==> config.mk <==
export PLATFORM = sky130hd
export DESIGN_NAME = mux8_scan_ctrl_flat
export DESIGN_NICKNAME = d
export VERILOG_FILES = /design/src/rtl/mux8_scan_ctrl_if.sv /design/src/rtl/mux8_scan_ctrl.sv /design/src/flat_wrapper.sv
export SDC_FILE = /design/constraint.sdc
export NUM_CORES = 1
export LEC_CHECK = 0
export ABC_AREA = 1
export BUFFER_PORTS_ARGS = -buffer_cell sky130_fd_sc_hd__buf_4
export CAP_MARGIN = 20
export CORE_ASPECT_RATIO = 0.6
export CORE_UTILIZATION = 40
export DETAILED_ROUTE_END_ITERATION = 12
export SYNTH_ARGS = -nofsm -noshare
export SYNTH_HDL_FRONTEND = slang
export SYNTH_SLANG_ARGS = --single-unit
==> constraint.sdc <==
create_clock -name clk -period 1.8 [get_ports clk]
set_input_delay 0.36 -clock clk [delete_from_list [all_inputs] [get_ports clk]]
set_output_delay 0.36 -clock clk [all_outputs]
set_load 0.02 [all_outputs]
==> src/rtl/mux8_scan_ctrl_if.sv <==
// Frame hand-off bundle between the scanner and its downstream consumer.
// Latency: none, this is wiring only.
// Backpressure: frame_ready from the consumer; the scanner itself never stalls on it.
// Signals: frame[7:0] packed channel samples, frame_valid result pending, frame_ready consumer accepts.
interface mux8_scan_ctrl_if;
  logic [7:0] frame;
  logic       frame_valid;
  logic       frame_ready;

  modport master (output frame, output frame_valid, input frame_ready);
  modport slave  (input frame, input frame_valid, output frame_ready);
endinterface

==> src/rtl/mux8_scan_ctrl.sv <==
// Time-multiplexed 8-channel scanner: walks an 8:1 mux select, settles, samples y, packs a frame.
// Latency: frame lands 8*(dwell+2) cycles after start is accepted; continuous frames back to back.
// Backpressure: none taken; an unconsumed frame is overwritten and overrun is flagged (sticky).
// Ports: clk/rst (sync active-high); start, cont, dwell control inputs; y mux output in;
//        s0/s1/s2 select out (s0 = channel bit 2); busy, overrun status; fo = frame handshake.
module mux8_scan_ctrl #(
  parameter int DWELL_W = 4
) (
  input  logic               clk,
  input  logic               rst,
  input  logic               start,
  input  logic               cont,
  input  logic [DWELL_W-1:0] dwell,
  input  logic               y,
  output logic               s0,
  output logic               s1,
  output logic               s2,
  output logic               busy,
  output logic               overrun,
  mux8_scan_ctrl_if.master   fo
);

  localparam logic [1:0] ST_IDLE   = 2'd0;
  localparam logic [1:0] ST_SETTLE = 2'd1;
  localparam logic [1:0] ST_SAMPLE = 2'd2;

  localparam logic [DWELL_W-1:0] CNT_ONE = {{(DWELL_W-1){1'b0}}, 1'b1};

  logic [1:0]         state;
  logic [2:0]         ch;
  logic [DWELL_W-1:0] cnt;
  logic [DWELL_W-1:0] dwell_r;
  logic [6:0]         shadow;
  logic [7:0]         frame_q;
  logic               frame_valid_q;
  logic               land;

  // A frame completes on the sample cycle of the last channel.
  assign land = (state == ST_SAMPLE) && (ch == 3'd7);

  assign {s0, s1, s2}   = ch;
  assign busy           = (state != ST_IDLE);
  assign fo.frame       = frame_q;
  assign fo.frame_valid = frame_valid_q;

  always_ff @(posedge clk) begin
    if (rst) begin
      state         <= ST_IDLE;
      ch            <= 3'd0;
      cnt           <= '0;
      dwell_r       <= '0;
      shadow        <= 7'd0;
      frame_q       <= 8'h00;
      frame_valid_q <= 1'b0;
      overrun       <= 1'b0;
    end else begin
      case (state)
        ST_IDLE: begin
          ch <= 3'd0;
          if (start) begin
            dwell_r <= dwell;
            cnt     <= '0;
            overrun <= 1'b0;
            state   <= ST_SETTLE;
          end
        end
        ST_SETTLE: begin
          cnt <= cnt + CNT_ONE;
          if (cnt == dwell_r) begin
            state <= ST_SAMPLE;
          end
        end
        ST_SAMPLE: begin
          cnt <= '0;
          if (ch != 3'd7) begin
            shadow[ch] <= y;
            ch         <= ch + 3'd1;
            state      <= ST_SETTLE;
          end else begin
            // cont is a level looked at only here, so dropping it lets the
            // frame in flight finish before returning to idle.
            ch    <= 3'd0;
            state <= cont ? ST_SETTLE : ST_IDLE;
          end
        end
        default: begin
          state <= ST_IDLE;
          ch    <= 3'd0;
        end
      endcase

      // A landing frame wins over a same-edge accept: valid stays high with
      // the new data, and it is not an overrun because the old one was taken.
      if (land) begin
        frame_q       <= {y, shadow};
        frame_valid_q <= 1'b1;
        if (frame_valid_q && !fo.frame_ready) begin
          overrun <= 1'b1;
        end
      end else if (frame_valid_q && fo.frame_ready) begin
        frame_valid_q <= 1'b0;
      end
    end
  end

endmodule

==> src/flat_wrapper.sv <==
// flat-port wrapper written by rule: the top's interface ports become plain ports
module mux8_scan_ctrl_flat 
#(
  parameter int DWELL_W = 4
)
  (clk, rst, start, cont, dwell, y, s0, s1, s2, busy, overrun, fo_frame, fo_frame_valid, fo_frame_ready);
  mux8_scan_ctrl_if fo_i ();
  input  logic clk;
  input  logic rst;
  input  logic start;
  input  logic cont;
  input  logic [DWELL_W-1:0] dwell;
  input  logic y;
  output logic s0;
  output logic s1;
  output logic s2;
  output logic busy;
  output logic overrun;
  output wire logic [$bits(fo_i.frame)-1:0] fo_frame;
  output wire logic [$bits(fo_i.frame_valid)-1:0] fo_frame_valid;
  input wire logic [$bits(fo_i.frame_ready)-1:0] fo_frame_ready;
  assign fo_frame = fo_i.frame;
  assign fo_frame_valid = fo_i.frame_valid;
  assign fo_i.frame_ready = fo_frame_ready;
  mux8_scan_ctrl #(.DWELL_W(DWELL_W)) u_core (.clk(clk), .rst(rst), .start(start), .cont(cont), .dwell(dwell), .y(y), .s0(s0), .s1(s1), .s2(s2), .busy(busy), .overrun(overrun), .fo(fo_i));
endmodule
==> qor.yml, run 1 <==
run_status:
  status: "finished clean"
drt:
  wirelength_microns: 3128
  vias: 1271
  ant_nets: 0
  drt-initial-drc-count: 67
  drt-pass1-iter-count: 4
  drc: 0
  vias_per_cell: 4.778
  wire_per_inst_microns: 11.76
clocking:
  clockBufferDepth: 2
  cts_tree: "built"
  clk_latency_ps: 280
  cts-root-buf: "clkbuf_8"
  clk_pin_slew_ps: 70
  cts_resized: 0
  htree_levels: 2
  cts_inserted_buffers: 5
  clock-sinks: 30
place:
  gp_congestion: 0.8148
  place_ws_ps: 97.74
  hpwl_microns: 2384
  io_buffer_count: 23
sta:
  fmax_mhz: 599.3
  setup_slack_ps: 131.3
  tns_ps: 0
  period_share: 0.9271
  final_max_slew_viol_count: 0
  fin_skew_ps: 7.247
  relSlewSlack: 0.7132
  hold_viol: 0
  rsz0062_at_grt: "false"
  setup-violations-final: 0
  tightest_slew_ps: 429.8
  min_period_ps: 1669
logic_synthesis:
  synth_top_cell_by_area: "dfxtp_1"
  syn_inst: 191
  ys_types: 19
  yosysTopAreaCellShare: 0.4507
  yosys-top-cells-area: "dfxtp_1 (45%), nand2_1 (12%), nor2_1 (12%)"
  synth.avg_cell_area_sq_um: 6.977
  seq_area_frac_synth: 0.4507
  ys_seq_elements: 30
  synth_warnings: 0
  synth_area_sq_um: 1333
  syn-num-nets: 204
power:
  seqPwrFrac: 0.467
  p_comb_frac: 0.195
  pwr-share-clk: 0.338
  power.leakage_nw: 0.7994
  power_mw: 1.651
  p_int_mw: 1.137
  power.switching_mw: 0.5143
  p_per_area_nw_per_um2: 994.4
  netSwitchingFraction: 0.3115
  max-vdd-ir-drop_mv: 0.4868
final_layout:
  multi_input_area_sq_um: 619.3
  fin_nets: 236
  n_antenna_cell: 0
  regArea_sq_um: 600.6
  fillers: 300
  area_growth_pct: 24.60
  drive_above_1_share: 0.1830
global_routing:
  antenna_found_initial: 0
  grtUsageTotal: 0.1949
  grt-ovfl-total: 0
  grt_pass1_wl_microns: 5092
  grt_pass1_vias: 1074
  grt_max_degree: 14
critical_path:
  crit_fanout: 7
  worstSetupPathType: "flop to flop"
  timing.reg2reg.setup_slack_ps: 130
  endpoint_kind: "flop"
  crit_cells: 8
  rr_endpoint: "u_core.shadow[1]"
  crit_path_cell_trace: "ha_1 > ha_1 > inv_1 > nand3_1 > nor2_1 > nand2_1 > nand2_1 > nor2_1"
  cpPeakStageDelay_ps: 370
  critPathLaunch: "u_core.ch[1]"
  endpoint: "u_core.shadow[1]"
  worstReg2RegStart: "u_core.ch[1]"
  critPathLaunchType: "flop"
  critPathBufInv: 1
  worstRegToRegCells: 8
  critical_path.top_delay_family: "simple AND/OR/NAND/NOR gates"
  required_ps: 1980
  worstPathArrival_ps: 1850
  cp_slowest_cell: "dfxtp_1"
die:
  die_area_sq_um: 3574
  core_sq_um: 3022
  die_w_microns: 76.52
  initial_utilization: 0.4410
  die_y_microns: 46.71
  pin_count: 24
  num_rows: 15
worst_hold_path:
  hold_class: "input pin to flop"
run:
  cap_violations: 0
[cells in the mapped netlist (all sizes together)]
cell	number
o211ai	1
buf	2
inv	23
nand2	46
nand4	1
clkbuf	1
ha	3
a21oi	11
nand3	11
nor2	45
dfxtp	30
o22ai	1
o21ai	15
xor2	1
[stage by stage]
| stage | cells | cell area (sq um) | hold WS [ps] | util |
|---|---|---|---|---|
| 4_1_cts | 263 | 1638 | 290.0 | 0.5420 |
| 2_1_floorplan | 191 | 1333 | 422.4 | - |
| 3_3_place_gp | 255 | 1546 | 456.4 | 0.5118 |
| 3_5_place_dp | 255 | 1546 | 459.9 | 0.5118 |
| 6_report | 266 | 1660 | 295.0 | 0.5495 |
| 5_1_grt | 266 | 1660 | 293.4 | 0.5495 |
[registers in the layout, indices dropped and copies added (netlist names)]
signal and count:
u_core.cnt 4, u_core.ch 3, u_core.fo.frame 8, u_core.state 2, u_core.overrun 1, u_core.shadow 7
u_core.fo.frame_valid 1, u_core.dwell_r 4
[cells by family (layout without fill, tap and decap cells)]
kind of cell | after synthesis | after routing | share of synthesized area
xor gates and xnor gates | 1 | 1 | 0.006574
DFF | 30 | 30 | 0.4507
and+or+nand+nor | 103 | 103 | 0.3193
adders and majority gates | 3 | 3 | 0.02817
buffers and inverters | 26 | 59 | 0.08451
AOI/OAI and AO/OA | 28 | 28 | 0.1108
[cells in the final DEF (no fill, tap or decap), drive strengths merged, types with 3 or more instances in the layout]
| master | synthesis | layout |
|---|---|---|
| ha | 3 | 3 |
| nand2 | 46 | 46 |
| o21ai | 15 | 15 |
| dfxtp | 30 | 30 |
| clkbuf | 1 | 7 |
| nand3 | 11 | 11 |
| buf | 2 | 28 |
| a21oi | 11 | 11 |
| inv | 23 | 23 |
| nor2 | 45 | 45 |
[layout make-up]
cell class | instances | share of cell area
clock inverter | 1 | 0.003014
clock buffer | 7 | 0.05200
sequential | 30 | 0.3617
inverter | 23 | 0.05200
multi-input combinational | 135 | 0.3730
timing repair buffer | 28 | 0.1266
tap | 42 | 0.03165
[routing by layer]
metal  wire [microns]  up-vias  GRT usage  share of wire
li1                 -      662          -              -
met1             1685      565     0.2820           0.54
met2             1173       36     0.2649           0.38
met3              215        8    0.05941          0.069
met4               53        0    0.08846          0.017
met5                0        -          0              0
[what timing repair did]
item / CTS / global route
hold buffers: 0 / 0
setup buffers: 0 / 3
endpoints found under the setup margin: 0 / 6
[how the worst min path moves through the flow]
stage / end / from / cells after the start
2_1_floorplan: u_core.overrun / rst / 1
3_3_place_gp: u_core.dwell_r[2] / u_core.dwell_r[2] / 2
3_5_place_dp: u_core.dwell_r[2] / u_core.dwell_r[2] / 2
4_1_cts: u_core.overrun / rst / 2
5_1_grt: u_core.overrun / rst / 2
6_report: u_core.overrun / rst / 2
[power groups by stage]
stage	logic [mW]	registers, mW	clock network, mW
after floorplan	0.226	0.777	0
after global placement	0.315	0.785	0
after detailed placement	0.322	0.786	0
after CTS	0.323	0.771	0.568
after global routing	0.362	0.781	0.597
final	0.321	0.772	0.558
Power figures use the tool's default switching activity.
==> run 2: changes to the inputs <==
Settings changed: CORE_MARGIN set to 3, CTS_CLUSTER_DIAMETER set to 60.
==> qor.yml, run 2 (same netlist as run 1, synthesis figures left out) <==
critical_path:
  crit_path_cell_trace: "ha_1 > ha_1 > inv_1 > nand3_1 > nor2_1 > nand2_1 > nand2_1 > nor2_1"
  critPathLaunchType: "flop"
  timing.reg2reg.setup_slack_ps: 270  # +140 ps
  worstPathArrival_ps: 1710  # -140 ps
  critical_path.top_delay_family: "simple AND/OR/NAND/NOR gates"
  endpoint: "u_core.shadow[1]"
  cpPeakStageDelay_ps: 370  # about the same
  critPathLaunch: "u_core.ch[1]"
  worstSetupPathType: "flop to flop"
  required_ps: 1980  # about the same
  cp_slowest_cell: "dfxtp_1"
  crit_fanout: 7  # unchanged
  crit_cells: 8  # unchanged
  endpoint_kind: "flop"
  rr_endpoint: "u_core.shadow[1]"
  worstReg2RegStart: "u_core.ch[1]"
  critPathBufInv: 1  # unchanged
  worstRegToRegCells: 8  # unchanged
clocking:
  cts_inserted_buffers: 5  # unchanged
  clockBufferDepth: 2  # unchanged
  clk_pin_slew_ps: 70  # about the same
  cts-root-buf: "clkbuf_8"
  clock-sinks: 30  # unchanged
  clk_latency_ps: 280  # about the same
  htree_levels: 2  # unchanged
  cts_tree: "built"
  hold_buffers: 0  # unchanged
run:
  cap_violations: 0  # unchanged
power:
  power.switching_mw: 0.5166  # +0.46%
  seqPwrFrac: 0.433  # -0.034
  p_int_mw: 1.271  # +12%
  power_mw: 1.788  # +8.3%
  pwr-share-clk: 0.385  # +0.047
  p_comb_frac: 0.182  # -0.013
  power.leakage_nw: 0.8193  # +2.5%
  p_per_area_nw_per_um2: 1054  # +6.0%
  max-vdd-ir-drop_mv: 0.4609  # -5.3%
  netSwitchingFraction: 0.2890  # -0.02254
drt:
  vias: 1230  # -3.2%
  ant_nets: 0  # unchanged
  drt-pass1-iter-count: 5  # +1
  wirelength_microns: 3305  # +5.7%
  drt-initial-drc-count: 82  # +22%
  vias_per_cell: 4.607  # -3.6%
  wire_per_inst_microns: 12.38  # +5.3%
  drc: 0  # unchanged
die:
  core_sq_um: 3022  # unchanged
  die_area_sq_um: 4083  # +14%
  pin_count: 24  # unchanged
  die_y_microns: 50.71  # +8.6%
  initial_utilization: 0.4410  # unchanged
  num_rows: 15  # unchanged
  die_w_microns: 80.52  # +5.2%
global_routing:
  use_met1: 0.2630  # -0.01892
  use_met3: 0.08244  # +0.02303
  gr-usage-met2: 0.2280  # -0.03684
  grt_pass1_vias: 1078  # +0.37%
  grtUsageTotal: 0.1816  # -0.01329
  grt_max_degree: 14  # unchanged
  grt-ovfl-total: 0  # unchanged
  antenna_found_initial: 0  # unchanged
  gr-max-usage-layer: "met1"
  grt_pass1_wl_microns: 5354  # +5.1%
worst_hold_path:
  hold_class: "input pin to flop"
sta:
  setup_slack_ps: 266.3  # +135.0 ps
  relSlewSlack: 0.7886  # +0.07548
  final_max_slew_viol_count: 0  # unchanged
  rsz0062_at_grt: "false"
  fin_skew_ps: 8.005  # +0.7574 ps
  period_share: 0.8520  # -0.07502
  tns_ps: 0  # unchanged
  tightest_slew_ps: 316.3  # -113.5 ps
  fmax_mhz: 652.0  # +8.8%
  min_period_ps: 1534  # -135.0 ps
  setup-violations-final: 0  # unchanged
  hold_viol: 0  # unchanged
place:
  hpwl_microns: 2393  # +0.38%
  io_buffer_count: 23  # unchanged
  place_ws_ps: 201.0  # +103.3 ps
  gp_congestion: 0.8480  # +4.1%
final_layout:
  final_common_cell: "nand2_1"
  fin_nets: 238  # +0.85%
  area_growth_pct: 27.32
  largest_reg_flops: 8  # unchanged
  n_antenna_cell: 0  # unchanged
  drive_above_1_share: 0.1911  # +0.008075
  fillers: 279  # -7.0%
  layout_common_cells: "nand2_1 (44), nor2_1 (42), buf_4 (30), dfxtp_1 (30), inv_1 (23)"
run_status:
  status: "finished clean"
run 2: cell types whose count changed in the layout (fill, tap and decap cells not counted):
cell / delta
buf_4: +2
clkinv_2: -1
bufinv_16: +1
clkbuf_1: -1
run 2: worst reg2reg max path, delay by kind of cell, from the launching register on:
family / cells / cell delay [ps]
simple gates: 5 / 550
flops: 1 / 370
fa+ha+maj: 2 / 430
buf+inv: 1 / 80
run 2: routing by layer:
metal  share of wire  wire length (microns)  up-vias
met3           0.066                    219        2
met2            0.37                   1214       31
met4          0.0073                     24        0
met5               0                      0        -
li1                -                      -      662
met1            0.56                   1846      535
run 2: power groups by stage:
stage,Combinational (mW),Sequential (mW),Clock (mW)
floorplan,0.226,0.777,0
global placement,0.316,0.788,0
detailed placement,0.325,0.787,0
CTS,0.326,0.772,0.704
global route,0.375,0.781,0.748
finish,0.326,0.773,0.689
run 2: how the worst min path moves through the flow:
stage	startpoint	end	slack, ps	depth (start not counted)
after floorplan	rst	u_core.overrun	420	1
after global placement	u_core.dwell_r[1]	u_core.dwell_r[1]	450	2
after global routing	rst	u_core.overrun	300	2
after detailed placement	u_core.shadow[0]	u_core.fo.frame[0]	450	2
final	rst	u_core.overrun	310	2
after CTS	rst	u_core.overrun	290	2
run 2: area by class of cell:
cell class,instances,area (sq um),area share
Clock buffer,6,82.58,0.04867
Clock inverter,1,30.03,0.01770
Inverter,23,86.33,0.05088
Multi-Input combinational cell,135,619.3,0.3650
Sequential cell,30,600.6,0.3540
Tap cell,42,52.55,0.03097
Timing Repair Buffer,30,225.2,0.1327
run 2: repair_timing:
| item | CTS | global route |
|---|---|---|
| gates resized for setup | 0 | 0 |
| setup endpoints to repair | 0 | 2 |
| setup buffers | 0 | 5 |
run 2: through the flow:
stage          utilization  hold WS (ps)  cells  area (sq um)
2_1_floorplan            -         422.4    191          1333
3_3_place_gp        0.5118         454.1    255          1546
3_5_place_dp        0.5118         453.5    255          1546
4_1_cts             0.5491         293.0    262          1659
5_1_grt             0.5615         301.2    267          1697
6_report            0.5615         309.8    267          1697
